[src/rtl/weight_word_unpacker_pkg.sv]
// rtl/weight_word_unpacker_pkg.sv - shared constants, state type and clog2 for the weight unpacker
package weight_word_unpacker_pkg;

  localparam int K_SIZE  = 3;
  localparam int CI1     = 1;
  localparam int CO1     = 4;
  localparam int CI2     = 4;
  localparam int CO2     = 8;
  localparam int I_SIZE3 = 362;
  localparam int CO3     = 8;

  // Total weight count: conv1 + conv2 kernels plus the FC matrix.
  localparam int W_SIZE = K_SIZE * K_SIZE * CI1 * CO1
                        + K_SIZE * K_SIZE * CI2 * CO2
                        + I_SIZE3 * CO3;

  typedef enum logic [1:0] {
    ST_IDLE = 2'd0,
    ST_EMIT = 2'd1,
    ST_DONE = 2'd2
  } unpack_state_e;

  function automatic int clog2(input int value);
    int r;
    r = 0;
    for (int v = value - 1; v > 0; v = v >> 1) r++;
    return r;
  endfunction

endpackage

[src/rtl/sync_word_fifo.sv]
// rtl/sync_word_fifo.sv - show-ahead word FIFO with registered full/empty and async + sync clear
module sync_word_fifo #(
  parameter int DW = 32,
  parameter int AW = 2
) (
  input  logic          clk,
  input  logic          global_rst_n,
  input  logic          clr,
  input  logic          push,
  input  logic [DW-1:0] wdata,
  input  logic          pop,
  output logic [DW-1:0] rdata,
  output logic          full,
  output logic          empty
);

  localparam int DEPTH = 2 ** AW;

  logic [DW-1:0] mem [DEPTH];
  logic [AW-1:0] wr_ptr, rd_ptr;
  logic [AW:0]   count, count_nxt;
  logic          do_push, do_pop;

  assign do_pop    = pop && !empty;
  assign do_push   = push && (!full || do_pop);
  assign count_nxt = count + (AW+1)'(do_push) - (AW+1)'(do_pop);
  assign rdata     = mem[rd_ptr];

  always_ff @(posedge clk or negedge global_rst_n) begin
    if (!global_rst_n) begin
      wr_ptr <= '0;
      rd_ptr <= '0;
      count  <= '0;
      full   <= 1'b0;
      empty  <= 1'b1;
    end else if (clr) begin
      wr_ptr <= '0;
      rd_ptr <= '0;
      count  <= '0;
      full   <= 1'b0;
      empty  <= 1'b1;
    end else begin
      if (do_push) wr_ptr <= wr_ptr + 1'b1;
      if (do_pop)  rd_ptr <= rd_ptr + 1'b1;
      count <= count_nxt;
      full  <= (count_nxt == (AW+1)'(DEPTH));
      empty <= (count_nxt == '0);
    end
  end

  always_ff @(posedge clk) begin
    if (do_push) mem[wr_ptr] <= wdata;
  end

endmodule

[src/rtl/weight_word_unpacker.sv]
// rtl/weight_word_unpacker.sv - unpacks 32-bit weight words into a BW-bit write stream
// Optional WUNPACK_CHECKSUM_EN adds o_checksum, the 16-bit running sum of emitted weights.
module weight_word_unpacker
  import weight_word_unpacker_pkg::*;
#(
  parameter  int BW      = 8,
  parameter  int SIZE    = W_SIZE,
  parameter  int FIFO_AW = 2,
  localparam int WPW     = 32 / BW,
  localparam int CW      = clog2(SIZE + 1)
) (
  input  logic                 clk,
  input  logic                 global_rst_n,
  input  logic                 user_reset,
  input  logic                 ce,
  input  logic                 s_valid,
  output logic                 s_ready,
  input  logic [31:0]          s_data,
  output logic signed [BW-1:0] o_data,
  output logic                 o_we,
  output logic [CW-1:0]        o_cnt,
  output logic                 o_done,
  output logic                 o_overflow
`ifdef WUNPACK_CHECKSUM_EN
  ,
  output logic [15:0]          o_checksum
`endif
);

  localparam int LW = clog2(WPW) + 1;
  localparam logic [CW-1:0] SIZE_C     = CW'(SIZE);
  localparam logic [CW-1:0] LAST_ISSUE = CW'(SIZE - 1);

  unpack_state_e state, state_nxt;
  logic [31:0]   shreg, shreg_nxt;
  logic [LW-1:0] lanes_left, lanes_left_nxt;
  logic [31:0]   fifo_rdata;
  logic          fifo_full, fifo_empty, fifo_push, fifo_pop;
  logic          emit;
  logic [BW-1:0] emit_data;
  logic [CW-1:0] issued;

  assign s_ready   = !fifo_full || (state == ST_DONE);
  assign fifo_push = s_valid && s_ready && (state != ST_DONE);
  assign o_done    = (o_cnt == SIZE_C);
  // o_cnt lags emission by one cycle; the pending o_we completes the issued count.
  assign issued    = o_cnt + CW'(o_we);

  sync_word_fifo #(.DW(32), .AW(FIFO_AW)) u_fifo (
    .clk          (clk),
    .global_rst_n (global_rst_n),
    .clr          (user_reset),
    .push         (fifo_push),
    .wdata        (s_data),
    .pop          (fifo_pop),
    .rdata        (fifo_rdata),
    .full         (fifo_full),
    .empty        (fifo_empty)
  );

  always_comb begin
    state_nxt      = state;
    shreg_nxt      = shreg;
    lanes_left_nxt = lanes_left;
    fifo_pop       = 1'b0;
    emit           = 1'b0;
    emit_data      = o_data;
    if (ce && state != ST_DONE) begin
      if (lanes_left != '0) begin
        emit           = 1'b1;
        emit_data      = shreg[BW-1:0];
        shreg_nxt      = shreg >> BW;
        lanes_left_nxt = lanes_left - 1'b1;
      end else if (!fifo_empty) begin
        fifo_pop       = 1'b1;
        emit           = 1'b1;
        emit_data      = fifo_rdata[BW-1:0];
        shreg_nxt      = fifo_rdata >> BW;
        lanes_left_nxt = LW'(WPW - 1);
      end
      // Reaching SIZE drops whatever lanes of the current word remain.
      if (emit && issued == LAST_ISSUE) begin
        state_nxt      = ST_DONE;
        lanes_left_nxt = '0;
      end else if (emit) begin
        state_nxt = ST_EMIT;
      end else begin
        state_nxt = ST_IDLE;
      end
    end
  end

  always_ff @(posedge clk or negedge global_rst_n) begin
    if (!global_rst_n) begin
      state      <= ST_IDLE;
      shreg      <= '0;
      lanes_left <= '0;
      o_data     <= '0;
      o_we       <= 1'b0;
      o_cnt      <= '0;
      o_overflow <= 1'b0;
`ifdef WUNPACK_CHECKSUM_EN
      o_checksum <= '0;
`endif
    end else if (user_reset) begin
      state      <= ST_IDLE;
      shreg      <= '0;
      lanes_left <= '0;
      o_data     <= '0;
      o_we       <= 1'b0;
      o_cnt      <= '0;
      o_overflow <= 1'b0;
`ifdef WUNPACK_CHECKSUM_EN
      o_checksum <= '0;
`endif
    end else begin
      state      <= state_nxt;
      shreg      <= shreg_nxt;
      lanes_left <= lanes_left_nxt;
      o_we       <= emit;
      if (emit) o_data <= emit_data;
      if (o_we && o_cnt != SIZE_C) o_cnt <= o_cnt + 1'b1;
      if (state == ST_DONE && s_valid) o_overflow <= 1'b1;
`ifdef WUNPACK_CHECKSUM_EN
      if (o_we && !o_done) o_checksum <= o_checksum + 16'(o_data);
`endif
    end
  end

endmodule

[config.mk]
export PLATFORM = sky130hd
export DESIGN_NAME = weight_word_unpacker
export DESIGN_NICKNAME = d
export VERILOG_FILES = /design/src/rtl/weight_word_unpacker_pkg.sv /design/src/rtl/sync_word_fifo.sv /design/src/rtl/weight_word_unpacker.sv
export SDC_FILE = /design/constraint.sdc
export NUM_CORES = 1
export LEC_CHECK = 0
export ABC_AREA = 1
export BUFFER_PORTS_ARGS = -buffer_cell sky130_fd_sc_hd__buf_2
export CAP_MARGIN = 20
export CORE_MARGIN = 2
export CORE_UTILIZATION = 59
export CTS_CLUSTER_DIAMETER = 200
export DETAILED_ROUTE_END_ITERATION = 8
export HOLD_SLACK_MARGIN = 0.1
export MAX_ROUTING_LAYER = met4
export PLACE_DENSITY = 0.78
export SYNTH_ARGS = -nofsm -noshare
export SYNTH_HDL_FRONTEND = slang
export SYNTH_SLANG_ARGS = --single-unit
[constraint.sdc]
create_clock -name clk -period 4.2 [get_ports clk]
set_input_delay 0.84 -clock clk [delete_from_list [all_inputs] [get_ports clk]]
set_output_delay 0.84 -clock clk [all_outputs]
set_load 0.05 [all_outputs]
======== After elaboration in Yosys (flattened, before gate mapping) ========
Memory sizes are Yosys's and may differ from the RTL's.
Index checks and enable logic that the tools add are counted.
storage, ports and cells
  ROM bits ................................ 0
  memories kept ........................... 1
  memory bits (writable) .................. 128
  bits in registers ....................... 68
  word-level logic and storage cells ...... 89
  bits in latches ......................... 0
memory list
  name        depth  width  read ports  clocked after Yosys merged registers in  wr ports  RTL line              text
  u_fifo.mem  4      32     1           0                                        1         sync_word_fifo.sv:19  logic [DW-1:0] mem [DEPTH];
operators by class
  div/mod/pow operators ................... 0
  reduce and logical (&&, ||, !) cells .... 23
  $add $sub $neg .......................... 7
  bitwise gates (word level) .............. 0
  order comparisons ....................... 0
  muxes and demuxes ....................... 38
  multipliers ............................. 0
  equal/unequal tests ..................... 8
  shifts and indexed selects .............. 0
operators with widths
  operator                                           count
  2-to-1 mux 32 bit                                  4
  2-to-1 mux 8 bit                                   5
  == test 12 bit (second input constant)             2
  2-to-1 mux 12 bit                                  2
  2-to-1 mux 3 bit                                   6
  2-to-1 mux 1 bit                                   14
  2-to-1 mux 2 bit                                   7
  adder 12 x 1 -> 12 bit                             1
  adder 12 x 1 -> 12 bit (second input constant)     1
  != test 12 bit (second input constant)             1
  nonzero test 2 bit                                 6
  logical AND 1 bit                                  8
  adder 2 x 1 -> 2 bit (second input constant)       2
  != test 4 bit (second input constant)              1
  AND reduction 2 bit                                2
  adder 3 x 1 -> 3 bit                               1
  == test 3 bit (second input constant)              1
  zero test 3 bit                                    1
  != test 3 bit (second input constant)              1
  AND reduction 3 bit                                1
  nonzero test 3 bit                                 1
  subtractor 3 x 1 -> 3 bit                          1
  subtractor 3 x 1 -> 3 bit (second input constant)  1
  == test 2 bit (second input constant)              1
  3 further kinds                                    5

======== Logic depth before layout (Yosys ltp) ========
Gate-level depths: netlist of run 1.
  depth in word-level cells ............... 10
  mapped depth ............................ 14
  mapped depth without buffers ............ 14

======== Hierarchy ========
A second synthesis of run 1 with hierarchy kept.
unflattened totals
  cell total of the unflattened synthesis .. 711
  area, all modules ....................... 8,056.5 sq um
by module, submodules not included
  module                area an instance (sq um)  cells each  instances
  sync_word_fifo        5,321.4                   377         1
  weight_word_unpacker  2,735.1                   334         1

======== Worst setup path after synthesis of run 1 ========
No wires, ideal clock.
  kind .................................... reg-to-reg
  start ................................... register state[0]
  end ..................................... memory u_fifo.mem[0][0], enable pin
  required time ........................... 3,779 ps
  cell stages (with the launch flop) ...... 6
  setup time .............................. 421 ps
  data arrival time ....................... 2,764 ps
  period minus slack after synthesis ...... 3,185 ps
  path slack .............................. 1,015 ps
  path through ............................ dfrtp_1 -> nor2_2 -> inv_1 -> nand2_1 -> nand3_1 -> nor2_1
between the ends
  elaborated cells on any way between the ends .. 12
RTL lines
  item                                    RTL line                     text
  start, declared                         weight_word_unpacker.sv:34   unpack_state_e state, state_nxt;
  start signal, assigned                  weight_word_unpacker.sv:117  state <= state_nxt;
  == test 2 bit                           weight_word_unpacker.sv:43   assign s_ready = !fifo_full || (state == ST_DONE);
  logical OR 1 bit                        weight_word_unpacker.sv:43
  named net s_ready                       weight_word_unpacker.sv:17   output logic s_ready,
  logical AND 1 bit (2 in a row)          weight_word_unpacker.sv:44   assign fifo_push = s_valid && s_ready && (state != ST_DONE);
  logical AND 1 bit                       sync_word_fifo.sv:25         assign do_push = push && (!full || do_pop);
  2-to-1 mux 1 bit                        sync_word_fifo.sv:52         if (do_push) mem[wr_ptr] <= wdata;
  2-to-1 mux 1 bit (implied by the code)  sync_word_fifo.sv:52
  end, declared                           sync_word_fifo.sv:19
The timed path passes the listed nets, and every way through them passes these cells.

======== Worst setup path after layout of run 1 ========
  start ................................... register lanes_left[0]
  end ..................................... register u_fifo.empty
between the ends
  longest elaborated chain between the ends .. 10
ends and longest elaborated chain
  item                           RTL line                     text
  start, declared                weight_word_unpacker.sv:36   logic [LW-1:0] lanes_left, lanes_left_nxt;
  start signal, assigned         weight_word_unpacker.sv:119  lanes_left <= lanes_left_nxt;
  nonzero test 3 bit (*)         weight_word_unpacker.sv:69   if (lanes_left != '0) begin
  2-to-1 mux 1 bit (*)           weight_word_unpacker.sv:69
  2-to-1 mux 1 bit (*)           weight_word_unpacker.sv:68   if (ce && state != ST_DONE) begin
  logical AND 1 bit (*)          sync_word_fifo.sv:24         assign do_pop = pop && !empty;
  logical OR 1 bit               sync_word_fifo.sv:25
  logical AND 1 bit              sync_word_fifo.sv:25
  adder 3 x 1 -> 3 bit           sync_word_fifo.sv:26         assign count_nxt = count + (AW+1)'(do_push) - (AW+1)'(do_pop);
  subtractor 3 x 1 -> 3 bit (*)  sync_word_fifo.sv:26
  zero test 3 bit (*)            sync_word_fifo.sv:47         empty <= (count_nxt == '0);
  2-to-1 mux 1 bit (*)           sync_word_fifo.sv:36         end else if (clr) begin
  end signal, assigned           sync_word_fifo.sv:47
  end, declared                  sync_word_fifo.sv:14         output logic empty
Every way passes the cells marked *; elsewhere a longest branch is shown, timed or not.
A chain may end at the register's enable or synchronous reset.

==> impl_metrics.csv, run 1 <==
group,metric,value,unit
yosys,seq_area_frac_synth,67.1,%
global_routing,grt-ovfl-total,0,
setup_path,end_kind,"flop",
setup_path,crit_path_max_fanout,28,
global_routing,grt_max_degree,68,
setup_path,cp.arrival,3.59,ns
die,die_h,120,um
clocking,cts_buffers,17,
clocking,cts.reportedPaths.clkPinSlew,0.07,ns
clocking,htreeDepth,4,
placed_design,post-place-ws,1.01,ns
timing,setup_viol,0,
timing,hold_viol,0,
setup_path,startpoint_type,"flop",
global_routing,grt_pass1_vias,5413,
placed_design,place_inst,932,
yosys,syn-num-nets,770,
finish,fin_cells,964,
route,via_count,5573,
die,row_count,42,
power_and_ir_drop,finalPower,5.23,mW
timing,slew_viol_final,0,
route,wl,16500,um
yosys,syn_avg_cell_area,11.1,um2
route,ant_nets,0,
setup_path,crit_type,"reg -> reg",
setup_path,worst_path_largest_cell_delay,0.42,ns
yosys,syn_inst,720,
global_routing,grt_first_pass_wirelength,26700,um
setup_path,path_cells,"inv_1 > ha_1 > inv_1 > nor2_4 > inv_2 > nor4_4 > ha_1 > inv_1 > ha_1 > inv_1 > fa_1 > xor2_1 > nor2_1 > a21oi_1",
timing,period_share,76.9,%
timing,worstMarginPinSlew,1.07,ns
setup_path,cp_data_required_time,4.56,ns
die,num_io_pins,61,
run_status,status,"finished, final reports clean",
die,die_w,120,um
placed_design,portBuffers,60,
finish,area_growth_syn_to_layout,12.8,%
setup_path,cpLargestDelayFamily,"adder cells",
finish,antenna-diode-count,0,
finish,nNetsFinal,825,
worst_hold_path,min_path_type,"reg -> reg",
setup_path,reg2reg_from,"lanes_left[0]",
placed_design,globalplace.congestion,0.873,
die,die-area,0.0145,mm2
global_routing,grt_usage,24.7,%
global_routing,antenna_found_initial,0,
route,post_drt_via_cell_ratio,5.78,
clocking,cts_buffer_depth,2,
worst_hold_path,worstHoldStart,"shreg[1]",
finish,fin_area,0.00899,mm2
finish,fillCellCount,945,
route,drt_pre_antenna_iters,5,
timing,max_freq,309,MHz
setup_path,critical_path.most_common_cell,"inv_1",
yosys,ys_warn_count,0,
setup_path,critPathLaunch,"lanes_left[0]",
power_and_ir_drop,leakagePower,3.55,nW
finish,multi_input_area,0.00233,mm2
setup_path,path_buf_inv,5,
timing,setup_ws,0.969,ns
clocking,cts.sinks,188,
job,maxCapViolCount,0,
power_and_ir_drop,peakVddDrop,0.000402,V
finish,layout-drive-gt1-share,15.9,%
die,start_util,60.4,%
clocking,hold_buffers,0,
route,wl_per_cell,17.1,um
timing,min_period,3.23,ns
clocking,clk_latency,0.43,ns
yosys,synth_area,0.00797,mm2
timing,relSlewSlack,28.4,%
placed_design,dp_hpwl,10300,um
clocking,ctsRootBufferMaster,"clkbuf_16",
clocking,cts_tree,"built",
timing,rsz0062_at_grt,"false",
clocking,post-cts-setup-buffers,0,
placed_design,post_dp_cell_area,0.00843,mm2
die,core_area,0.0132,mm2
setup_path,crit_slowest_cell,"nor2_4",
clocking,cts-resized-gates,0,
power_and_ir_drop,power_density,582,mW/mm2
timing,totalNegativeSetupSlack,0,ns
yosys,ys_ff_latch,188,
route,drc_errors,0,
timing,clock_skew,0.0108,ns
finish,ff_latch_area,0.00535,mm2
yosys,synth.distinct_cells,35,
route,drt-initial-drc-count,614,
==> cells in the mapped netlist <==
cell / n / area share, %
nor2_8: 1 / 0.25
inv_1: 33 / 1.6
nand2_1: 130 / 6.1
a211oi_1: 1 / 0.094
nand3_2: 1 / 0.13
nor3_1: 2 / 0.13
nor3b_2: 1 / 0.16
nor2_1: 100 / 4.7
o21ai_0: 76 / 4.8
fa_1: 1 / 0.25
nand3_1: 21 / 1.3
buf_4: 5 / 0.47
dfrtp_1: 59 / 19
o22ai_1: 24 / 1.9
inv_2: 6 / 0.28
xnor2_1: 1 / 0.11
o21ai_4: 1 / 0.20
nand2_2: 1 / 0.079
xor2_1: 6 / 0.66
a32o_1: 8 / 1.0
ha_1: 12 / 1.9
clkinv_2: 1 / 0.063
o21ai_2: 1 / 0.11
a21oi_1: 15 / 0.94
nor3_2: 1 / 0.13
buf_1: 1 / 0.047
buf_2: 6 / 0.38
clkbuf_1: 20 / 0.94
o21ai_1: 39 / 2.4
dfstp_2: 1 / 0.33
nor2_2: 5 / 0.39
nand4_1: 7 / 0.55
edfxtp_1: 128 / 48
nor4_4: 1 / 0.27
nor2_4: 4 / 0.57
==> final cells by class <==
type                       instances  share of cell area (%)
clock buffer                      21                    5.12
clock inverter                    11                    1.04
inverter                          40                    1.68
multi-input combinational        460                    26.0
sequential                       188                    59.5
tap                              176                    2.45
timing repair buffer              68                    4.23
==> tightest hold or removal path, cell delays in order (launching register included) <==
cell	delay (ns)
dfrtp_1	0.34
nand2_1	0.05
o21ai_1	0.06
==> power breakdown <==
group / internal [mW] / switching (mW) / total [mW]
logic: 0.357 / 0.966 / 1.32
registers: 2.28 / 0.138 / 2.42
clock network: 0.844 / 0.648 / 1.49
==> layout by cell type (no fill, tap or decap), types with 9 or more instances in the layout <==
cell / n
clkbuf_16: 17
nand3_1: 21
buf_2: 60
a21oi_1: 15
o21ai_0: 76
edfxtp_1: 128
inv_1: 33
ha_1: 12
nor2_2: 9
nor2_1: 96
nand2_1: 130
dfrtp_1: 58
o22ai_1: 24
o21ai_1: 39
==> final timing paths <==
path,end,slack [ns],cells past startpoint
setup / recovery,u_fifo.empty,0.97,14
hold / removal,shreg[1],0.49,2
setup reg to reg,u_fifo.empty,0.97,14
hold reg to reg,shreg[1],0.49,2
max in group asynchronous,lanes_left[0],2.83,2
min in group asynchronous,o_data[0],0.54,1
==> per-layer routing <==
metal  share of wire (%)  up-vias  track usage, %  routed length [um]
met5                   0        -               -                   0
li1                    -     2620               -                   -
met1                  42     2717            31.1                6870
met4                 1.3        0            8.14                 210
met2                  51      215            40.9                8390
met3                 6.2       21            5.00                1020
==> state kept, by name (all words and copies together), names as in the netlist <==
signal         count
o_data             8
u_fifo.full        1
o_cnt             12
u_fifo.empty       1
lanes_left         3
o_we               1
u_fifo.count       3
o_overflow         1
u_fifo.wr_ptr      2
u_fifo.rd_ptr      2
u_fifo.mem       128
shreg             24
state              2
==> through the flow <==
step | hold WS (ns) | util [%]
after detailed placement | 0.472 | 63.9
final | 0.486 | 68.1
after CTS | 0.488 | 68.1
after floorplan | 0.449 | -
after global placement | 0.463 | 63.7
after global routing | 0.510 | 68.1
==> cells by family after synthesis <==
logic type	Yosys count	synth area share, %
compound gates	165	11.5
fa+ha+maj	13	2.14
xor+xnor	7	0.769
simple gates	275	14.8
flops	188	67.1
buf+inv	72	3.74
Note: power is estimated with default switching activity, not from simulation.
==> run 2, diff against run 1 <==
--- a/config.mk
+++ b/config.mk
@@ -5,7 +5,7 @@
 export SDC_FILE = /design/constraint.sdc
 export NUM_CORES = 1
 export LEC_CHECK = 0
-export ABC_AREA = 1
+export ABC_AREA = 0
 export BUFFER_PORTS_ARGS = -buffer_cell sky130_fd_sc_hd__buf_2
 export CAP_MARGIN = 20
 export CORE_MARGIN = 2
@@ -14,7 +14,7 @@
 export DETAILED_ROUTE_END_ITERATION = 8
 export HOLD_SLACK_MARGIN = 0.1
 export MAX_ROUTING_LAYER = met4
-export PLACE_DENSITY = 0.78
+export PLACE_DENSITY = 0.79
 export SYNTH_ARGS = -nofsm -noshare
 export SYNTH_HDL_FRONTEND = slang
 export SYNTH_SLANG_ARGS = --single-unit
==> constraint.sdc (replaced) <==
create_clock -name clk -period 3.4 [get_ports clk]
set_input_delay 0.68 -clock clk [delete_from_list [all_inputs] [get_ports clk]]
set_output_delay 0.68 -clock clk [all_outputs]
set_load 0.05 [all_outputs]
==> run 2 against run 1 <==
Net effect:
- clock skew decreased by 0.0035 ns
- sequential share of layout area increased by 0.79 points
- wire length decreased by 16%
- largest power group unchanged
==> impl_metrics.csv, run 2 <==
group,metric,value,unit
yosys,synth_area,0.00772,mm2
power_and_ir_drop,leakagePower,3.40,nW
finish,layout-drive-gt1-share,26.2,%
route,ant_nets,0,
route,wl,13900,um
run_status,status,"finished, final reports clean",
finish,final_common_cell,"edfxtp_1",
finish,largestRegisters,"u_fifo.mem x128, shreg x24, o_cnt x12",
worst_hold_path,min_path_type,"in -> async",
finish,fillCellCount,855,
die,die-area,0.0140,mm2
timing,worstMarginPinSlew,0.729,ns
die,core_area,0.0127,mm2
die,die_w,118,um
yosys,synth_flop_cell,"edfxtp_1",
power_and_ir_drop,power_density,756,mW/mm2
clocking,post-cts-setup-buffers,0,
yosys,seq_area_frac_synth,69.2,%
clocking,cts_buffers,17,
setup_path,end_kind,"flop",
yosys,ys_ff_latch,188,
route,drt-initial-drc-count,265,
setup_path,cp.arrival,2.91,ns
timing,clock_skew,0.00737,ns
route,via_count,4122,
clocking,cts-resized-gates,0,
setup_path,startpoint_type,"flop",
setup_path,cp_data_required_time,3.71,ns
clocking,cts_buffer_depth,2,
global_routing,grt_max_degree,35,
clocking,htreeDepth,4,
yosys,async_flop_share,31.9,%
finish,area_growth_syn_to_layout,14.9,%
finish,fin_cells,718,
placed_design,dp_hpwl,8720,um
clocking,ctsRootBufferMaster,"clkbuf_16",
yosys,synth.top_cells.by_count,"edfxtp_1 (128), dfrtp_1 (59), nor2_1 (52), mux4_2 (32), mux2i_1 (27)",
timing,max_freq,385,MHz
yosys,syn-num-nets,522,
die,die_h,118,um
yosys,yosys-top-cells-area,"edfxtp_1 (50%), dfrtp_1 (19%), mux4_2 (9.3%), mux2i_1 (3.5%), nor2_1 (2.5%)",
finish,mostFrequentLayoutCells,"edfxtp_1 (128), buf_2 (60), dfrtp_1 (58)",
yosys,yosysMostFrequentCell,"edfxtp_1",
finish,antenna-diode-count,0,
timing,relSlewSlack,51.4,%
clocking,hold_buffers,0,
global_routing,grt_first_pass_wirelength,22500,um
clocking,clk_latency,0.42,ns
clocking,cts.reportedPaths.clkPinSlew,0.07,ns
die,row_count,41,
route,drc_errors,0,
finish,nNetsFinal,583,
route,wl_per_cell,19.3,um
timing,slew_viol_final,0,
timing,hold_viol,0,
timing,setup_viol,0,
global_routing,grt_usage,21.8,%
die,start_util,60.7,%
timing,totalNegativeSetupSlack,0,ns
yosys,synth.distinct_cells,45,
yosys,syn_inst,472,
yosys,ys_warn_count,0,
timing,period_share,76.5,%
yosys,syn_avg_cell_area,16.4,um2
yosys,yosysTopAreaCell,"edfxtp_1",
timing,rsz0062_at_grt,"false",
finish,largest_register,"u_fifo.mem",
yosys,synth_edf_count,128,
die,num_io_pins,61,
power_and_ir_drop,peakVddDrop,0.000498,V
yosys,synth.top_cell.area_share,49.8,%
clocking,cts_tree,"built",
route,drt_pre_antenna_iters,4,
global_routing,antenna_found_initial,0,
clocking,cts.sinks,188,
timing,min_period,2.60,ns
placed_design,portBuffers,60,
finish,largest_reg_flops,128,
global_routing,grt_pass1_vias,4235,
setup_path,crit_path_max_fanout,4,
route,post_drt_via_cell_ratio,5.74,
setup_path,crit_type,"reg -> reg",
placed_design,place_inst,686,
global_routing,grt-ovfl-total,0,
placed_design,globalplace.congestion,0.861,
job,maxCapViolCount,0,
-- run 2: kinds of logic (layout without fill, tap and decap cells) --
group	Yosys count	in the layout	synth area share, %
DFF	188	188	69.2
AOI/OAI and AO/OA	47	47	5.01
buffers and inverters	43	117	2.33
muxes	59	59	12.8
and+or+nand+nor	106	106	6.58
adders and majority gates	13	13	2.20
xor gates and xnor gates	16	16	1.81
-- run 2: power breakdown --
group | leakage (nW) | total, mW | switching (mW) | internal [mW]
clock | 0.320 | 2.04 | 0.800 | 1.24
sequential | 1.98 | 3.00 | 0.196 | 2.81
combinational | 1.10 | 1.66 | 0.938 | 0.718
total | 3.40 | 6.70 | 1.93 | 4.77
-- run 2: metrics by stage --
stage | power [mW] | hold slack, ns | worst slack, ns | area (um2) | util (%)
finish | 6.70 | 0.286 | 0.800 | 8870 | 69.7
global route | 7.02 | 0.327 | 0.608 | 8870 | 69.7
CTS | 6.76 | 0.293 | 0.780 | 8870 | 69.7
detailed placement | 4.72 | 0.487 | 0.833 | 8230 | 64.7
global placement | 4.65 | 0.472 | 0.949 | 8230 | 64.7
floorplan | 4.28 | 0.384 | 0.0410 | 7720 | -
-- run 2: layout make-up --
type                    count  area, um2  share of cell area, %
flip-flops and latches    188       5350                   60.3
multi-input cells         241       2200                   24.8
clock buffers              25        571                   6.43
repair buffers             70        413                   4.66
well taps                 172        215                   2.43
clock inverters             7       67.6                  0.762
inverters                  15       56.3                  0.635
-- run 2: final timing paths --
kind	startpoint	endpoint	slack (ns)	cells after the start
worst min-delay path	global_rst_n	shreg[0]	0.29	1
worst min register to register	o_overflow	o_overflow	0.50	2
max in group asynchronous	global_rst_n	u_fifo.empty	2.20	2
min in group clk	s_data[16]	u_fifo.mem[0][16]	0.47	1
worst max-delay path	lanes_left[0]	u_fifo.full	0.80	12
worst max register to register	lanes_left[0]	u_fifo.full	0.80	12
-- run 2: per-layer routing --
layer	wire length [um]	global-route usage [%]
met1	6100	28.0
met2	7020	35.2
met3	625	5.16
met4	116	6.47
met5	0	-
-- run 2: worst max-delay path, stage by stage, from the launching register on --
cell and delay (ns):
dfrtp_1 0.39, inv_1 0.11, ha_1 0.20, nor2b_2 0.16, and4b_1 0.28, ha_1 0.25
inv_1 0.06, ha_1 0.14, inv_1 0.05, fa_1 0.37, xnor2_1 0.19, nor2_1 0.09
and3_1 0.20
